<file path="src/rtl/nmt_ctx_pkg.sv">
// Shared types and defaults for the near-memory threading core context-switch logic.
package nmt_ctx_pkg;

  localparam int unsigned DATA_W_DEF   = 32;
  localparam int unsigned NREGS_DEF    = 8;
  localparam int unsigned NTHREADS_DEF = 4;

  typedef enum logic [1:0] {
    IDLE,
    SAVE,
    RESTORE,
    DONE
  } ctx_state_e;

  typedef logic [$clog2(NTHREADS_DEF)-1:0] tid_t;
  typedef logic [$clog2(NREGS_DEF)-1:0]    reg_idx_t;

endpackage

</file>
<file path="src/rtl/ctx_switch_seq_ctx_store.sv">
// Per-thread context store: NTHREADS x NREGS words, one synchronous write port,
// one combinational read port, asynchronous clear of every word.
module ctx_store
  import nmt_ctx_pkg::*;
#(
  parameter int unsigned DATA_W   = DATA_W_DEF,
  parameter int unsigned NREGS    = NREGS_DEF,
  parameter int unsigned NTHREADS = NTHREADS_DEF,
  parameter int unsigned TID_W    = $clog2(NTHREADS),
  parameter int unsigned IDX_W    = $clog2(NREGS)
) (
  input  logic              clk,
  input  logic              rst_n,
  input  logic              we,
  input  logic [TID_W-1:0]  wr_tid,
  input  logic [IDX_W-1:0]  wr_idx,
  input  logic [DATA_W-1:0] wr_data,
  input  logic [TID_W-1:0]  rd_tid,
  input  logic [IDX_W-1:0]  rd_idx,
  output logic [DATA_W-1:0] rd_data
);

  logic [DATA_W-1:0] mem [NTHREADS][NREGS];

  always_ff @(posedge clk or negedge rst_n) begin
    if (!rst_n) begin
      for (int unsigned t = 0; t < NTHREADS; t++) begin
        for (int unsigned i = 0; i < NREGS; i++) begin
          mem[t][i] <= '0;
        end
      end
    end else if (we) begin
      mem[wr_tid][wr_idx] <= wr_data;
    end
  end

  assign rd_data = mem[rd_tid][rd_idx];

endmodule

</file>
<file path="src/rtl/ctx_switch_seq.sv">
// Thread context-switch sequencer: saves the outgoing thread's registers into the
// context store, then restores the incoming thread's registers into the register file.
module ctx_switch_seq
  import nmt_ctx_pkg::*;
#(
  parameter int unsigned DATA_W   = DATA_W_DEF,
  parameter int unsigned NREGS    = NREGS_DEF,
  parameter int unsigned NTHREADS = NTHREADS_DEF,
  parameter int unsigned TID_W    = $clog2(NTHREADS),
  parameter int unsigned IDX_W    = $clog2(NREGS)
) (
  input  logic              clk,
  input  logic              rst_n,
  input  logic              sw_req_valid,
  output logic              sw_req_ready,
  input  logic [TID_W-1:0]  sw_old_tid,
  input  logic [TID_W-1:0]  sw_new_tid,
  output logic [IDX_W-1:0]  rf_rd_addr,
  input  logic [DATA_W-1:0] rf_rd_data,
  output logic              rf_wr_en,
  output logic [IDX_W-1:0]  rf_wr_addr,
  output logic [DATA_W-1:0] rf_wr_data,
  output logic              busy,
  output logic              done,
  output logic [TID_W-1:0]  cur_tid
);

  localparam int unsigned K_W = $clog2(NREGS + 1);
  localparam logic [K_W-1:0] K_SAVE_LAST    = K_W'(NREGS);
  localparam logic [K_W-1:0] K_RESTORE_LAST = K_W'(NREGS - 1);

  ctx_state_e        state_q, state_d;
  logic [K_W-1:0]    k_q, k_d;
  logic [TID_W-1:0]  old_q, new_q, cur_q;

  logic              st_we;
  logic [IDX_W-1:0]  st_wr_idx;
  logic [IDX_W-1:0]  st_rd_idx;
  logic [DATA_W-1:0] st_rd_data;

  always_ff @(posedge clk or negedge rst_n) begin
    if (!rst_n) begin
      state_q <= IDLE;
      k_q     <= '0;
      old_q   <= '0;
      new_q   <= '0;
      cur_q   <= '0;
    end else begin
      state_q <= state_d;
      k_q     <= k_d;
      if (state_q == IDLE && sw_req_valid) begin
        old_q <= sw_old_tid;
        new_q <= sw_new_tid;
      end
      if (state_q == DONE) begin
        cur_q <= new_q;
      end
    end
  end

  always_comb begin
    state_d = state_q;
    k_d     = k_q;
    unique case (state_q)
      IDLE: begin
        k_d = '0;
        if (sw_req_valid) begin
          state_d = (sw_old_tid == sw_new_tid) ? DONE : SAVE;
        end
      end
      SAVE: begin
        if (k_q == K_SAVE_LAST) begin
          state_d = RESTORE;
          k_d     = '0;
        end else begin
          k_d = k_q + K_W'(1);
        end
      end
      RESTORE: begin
        if (k_q == K_RESTORE_LAST) begin
          state_d = DONE;
          k_d     = '0;
        end else begin
          k_d = k_q + K_W'(1);
        end
      end
      DONE: begin
        state_d = IDLE;
        k_d     = '0;
      end
      default: begin
        state_d = IDLE;
        k_d     = '0;
      end
    endcase
  end

  // Read data lags the address by one cycle, so SAVE step k stores the word fetched at k-1.
  always_comb begin
    sw_req_ready = (state_q == IDLE);
    busy         = (state_q != IDLE);
    done         = (state_q == DONE);
    cur_tid      = cur_q;
    rf_rd_addr   = '0;
    rf_wr_en     = 1'b0;
    rf_wr_addr   = '0;
    rf_wr_data   = '0;
    st_we        = 1'b0;
    st_wr_idx    = IDX_W'(k_q - K_W'(1));
    st_rd_idx    = IDX_W'(k_q);
    if (state_q == SAVE) begin
      if (k_q != K_SAVE_LAST) begin
        rf_rd_addr = IDX_W'(k_q);
      end
      st_we = (k_q != '0);
    end
    if (state_q == RESTORE) begin
      rf_wr_en   = 1'b1;
      rf_wr_addr = IDX_W'(k_q);
      rf_wr_data = st_rd_data;
    end
  end

  ctx_store #(
    .DATA_W   (DATA_W),
    .NREGS    (NREGS),
    .NTHREADS (NTHREADS),
    .TID_W    (TID_W),
    .IDX_W    (IDX_W)
  ) u_store (
    .clk     (clk),
    .rst_n   (rst_n),
    .we      (st_we),
    .wr_tid  (old_q),
    .wr_idx  (st_wr_idx),
    .wr_data (rf_rd_data),
    .rd_tid  (new_q),
    .rd_idx  (st_rd_idx),
    .rd_data (st_rd_data)
  );

endmodule

</file>
<file path="config.mk">
export PLATFORM = sky130hd
export DESIGN_NAME = ctx_switch_seq
export DESIGN_NICKNAME = d
export VERILOG_FILES = /design/src/rtl/nmt_ctx_pkg.sv /design/src/rtl/ctx_switch_seq_ctx_store.sv /design/src/rtl/ctx_switch_seq.sv
export SDC_FILE = /design/constraint.sdc
export NUM_CORES = 1
export LEC_CHECK = 0
export ABC_AREA = 0
export CORE_MARGIN = 2
export CORE_UTILIZATION = 45
export CTS_CLUSTER_SIZE = 10
export DETAILED_ROUTE_END_ITERATION = 10
export PLACE_DENSITY_LB_ADDON = 0.25
export SLEW_MARGIN = 5
export SYNTH_ARGS = -nofsm -noshare
export SYNTH_HDL_FRONTEND = slang
export SYNTH_SLANG_ARGS = --single-unit
</file>
<file path="constraint.sdc">
create_clock -name clk -period 6.77 [get_ports clk]
set_input_delay 1.0155 -clock clk [delete_from_list [all_inputs] [get_ports clk]]
set_output_delay 1.0155 -clock clk [all_outputs]
set_load 0.02 [all_outputs]
</file>
==> impl_metrics.env <==
export IMPL_syn_avg_cell_area_sq_um=15.2
export IMPL_cts_path_max_buffers=3
export IMPL_synth_warnings=0
export IMPL_finalHoldViolCount=0
export IMPL_cts_resized=0
export IMPL_initial_core_util_pct=45.3
export IMPL_crit_arrival_ns=4.52
export IMPL_critPathKind="reg2out"
export IMPL_grt_pass1_vias=29100
export IMPL_worstSetupStartpointType="flop"
export IMPL_wl_per_cell_um=27.8
export IMPL_first_iter_violations=1635
export IMPL_core_sq_um=103000
export IMPL_dp_cells=4305
export IMPL_reg2reg_depth=7
export IMPL_outcome="finished, final reports clean"
export IMPL_vias_per_cell=6.05
export IMPL_maxCapViolations=0
export IMPL_slew_headroom_pct=12.9
export IMPL_dr_pass1_iters=5
export IMPL_skew_ns=0.0133
export IMPL_antenna_found_initial=1
export IMPL_die_area_sq_um=107000
export IMPL_cts_tree="done"
export IMPL_grt_use_total_pct=23.2
export IMPL_io_pins=83
export IMPL_post_cts_buffers=0
export IMPL_synth_cell_types=39
export IMPL_grt_pass1_wl_um=187000
export IMPL_diodes=0
export IMPL_wirelength_um=123000
export IMPL_synth_seq_cells=1036
export IMPL_synthCells=3077
export IMPL_cellLeakagePower_nw=23.6
export IMPL_cp_max_fo=35
export IMPL_power_mw=22.7
export IMPL_post_route_period_util_pct=81.8
export IMPL_syn_area_sq_um=46800
export IMPL_stdcell_count=4443
export IMPL_yosysSeqAreaShare_pct=55.4
export IMPL_p_per_area_nw_per_um2=437
export IMPL_layout_common_cells="dfrtp_1 (1,033), mux2_2 (1,016), mux2i_1 (192), mux4_2 (161), clkbuf_16 (119)"
export IMPL_slew_viol_final=0
export IMPL_finalSetupViolations=0
export IMPL_rr_endpoint="u_store.mem[307]"
export IMPL_mostFrequentLayoutCell="dfrtp_1"
export IMPL_tns_ns=0
export IMPL_cts_sinks=1036
export IMPL_max_freq_mhz=181
export IMPL_rrSetupSlack_ns=2.15
export IMPL_cp_required_ns=5.75
export IMPL_ir_drop_mv=0.266
export IMPL_path_clk_slew_ns=0.06
export IMPL_drc=0
export IMPL_vias=26900
export IMPL_num_rows=118
export IMPL_portBuffers=82
export IMPL_drive_above_1_share_pct=46.2
export IMPL_stdcell_area_sq_um=52100
export IMPL_min_period_ns=5.53
export IMPL_cts_buffers=115
export IMPL_ant_nets=0
export IMPL_tightest_slew_ns=1.30
export IMPL_cts_max_level=3
export IMPL_reg2reg_from="k_q[0]"
export IMPL_syn2layout_area_growth_pct=11.2
export IMPL_nFillCells=8668
export IMPL_synth_nets=3123
export IMPL_grt_max_degree=204
export IMPL_fin_nets=3088
export IMPL_rsz0062_at_grt="false"
export IMPL_die_y_um=327
export IMPL_grt_ovfl_total=0
export IMPL_place_area_sq_um=49000
export IMPL_dp_hpwl_um=71600
export IMPL_clkLatencyLatePin_ns=0.69
export IMPL_globalplace_congestion=0.776
export IMPL_clock_root_buffer="clkbuf_16"
export IMPL_critPathCaptureType="primary output"
export IMPL_hold_class="in2async"
export IMPL_hold_buffers=0
export IMPL_die_w_um=327
[critical path, stage by stage (launching register included)]
cell	delay [ns]
dfrtp_4	0.89
buf_4	0.70
mux4_2	0.36
mux2_2	0.17
o22ai_1	0.09
nor4_1	0.80
clkdlybuf4s50_1	0.75
[how the worst max path moves through the flow]
stage | start | endpoint | cells past startpoint
2_1_floorplan | new_q[0] | rf_wr_data[30] | 7
3_3_place_gp | new_q[0] | rf_wr_data[30] | 6
3_5_place_dp | new_q[0] | rf_wr_data[30] | 6
4_1_cts | new_q[0] | rf_wr_data[30] | 6
5_1_grt | new_q[0] | rf_wr_data[30] | 6
6_report | new_q[0] | rf_wr_data[30] | 6
[cell families (layout without fill, tap and decap cells)]
family | Yosys count | in the layout | synth area share [%]
flops | 1036 | 1036 | 55.4
compound gates | 164 | 164 | 2.44
fa+ha+maj | 7 | 7 | 0.187
simple gates | 142 | 142 | 1.72
buf+inv | 308 | 294 | 2.82
xor+xnor | 5 | 5 | 0.0935
mux | 1415 | 1415 | 37.4
[where the power goes]
group	switching (mW)	leakage (nW)	internal [mW]	total (mW)
Sequential	1.41	13.6	8.58	10.0
Clock	2.33	1.51	3.10	5.43
Combinational	3.19	8.44	4.13	7.32
Total	6.92	23.6	15.8	22.7
[registers in the layout (all words and copies together), names as in the netlist]
| signal | cells |
|---|---|
| u_store.mem | 1024 |
| k_q | 4 |
| cur_tid | 2 |
| new_q | 2 |
| old_q | 2 |
| state_q | 2 |
[final cells by class]
cell class	instances	area, sq um	share of cell area (%)
clock buffer	134	3050	5.86
clock inverter	4	23.8	0.0456
inverter	7	26.3	0.0504
multi-input combinational	1733	19900	38.1
sequential	1036	25900	49.8
tap	1380	1730	3.31
timing repair buffer	149	1480	2.84
[routing by layer]
metal  up-vias  track usage, %  wire length [um]
met4         0            7.74              4040
met3       251            3.39              4670
li1      11300               -                 -
met1     14800            31.3             54100
met2       579            38.7             60600
met5         -               0                 0
[cells in the mapped netlist (all sizes together)]
| library cell | count | area, sq um |
|---|---|---|
| a211oi | 2 | 15.0 |
| a21oi | 2 | 10.0 |
| a22oi | 95 | 713 |
| a31oi | 1 | 6.26 |
| and2 | 6 | 37.5 |
| and3 | 2 | 12.5 |
| and4b | 1 | 10.0 |
| buf | 138 | 683 |
| clkbuf | 163 | 613 |
| dfrtp | 1036 | 25900 |
| ha | 7 | 87.6 |
| inv | 7 | 26.3 |
| mux2 | 1062 | 12000 |
| mux2i | 192 | 1920 |
| mux4 | 161 | 3630 |
| nand2 | 9 | 33.8 |
| nand3 | 10 | 50.1 |
| nand3b | 1 | 7.51 |
| nand4 | 33 | 206 |
| nand4b | 2 | 17.5 |
| nand4bb | 1 | 11.3 |
| nor2 | 29 | 129 |
| nor2b | 4 | 25.0 |
| nor3 | 32 | 160 |
| nor3b | 1 | 7.51 |
| nor4 | 2 | 12.5 |
| nor4b | 3 | 32.5 |
| nor4bb | 3 | 30.0 |
| o22ai | 64 | 400 |
| or3 | 2 | 12.5 |
| or4b | 1 | 10.0 |
| xnor2 | 4 | 35.0 |
| xor2 | 1 | 8.76 |
[stage by stage]
stage               utilization, %  hold WS (ns)  setup WS (ns)
detailed placement            47.4         0.474           1.97
CTS                           50.4         0.486           1.21
global placement              47.4         0.462           1.91
global route                  50.4         0.499           1.08
floorplan                        -         0.453           3.67
finish                        50.4         0.485           1.24
Note: power is estimated with default switching activity, not from simulation.
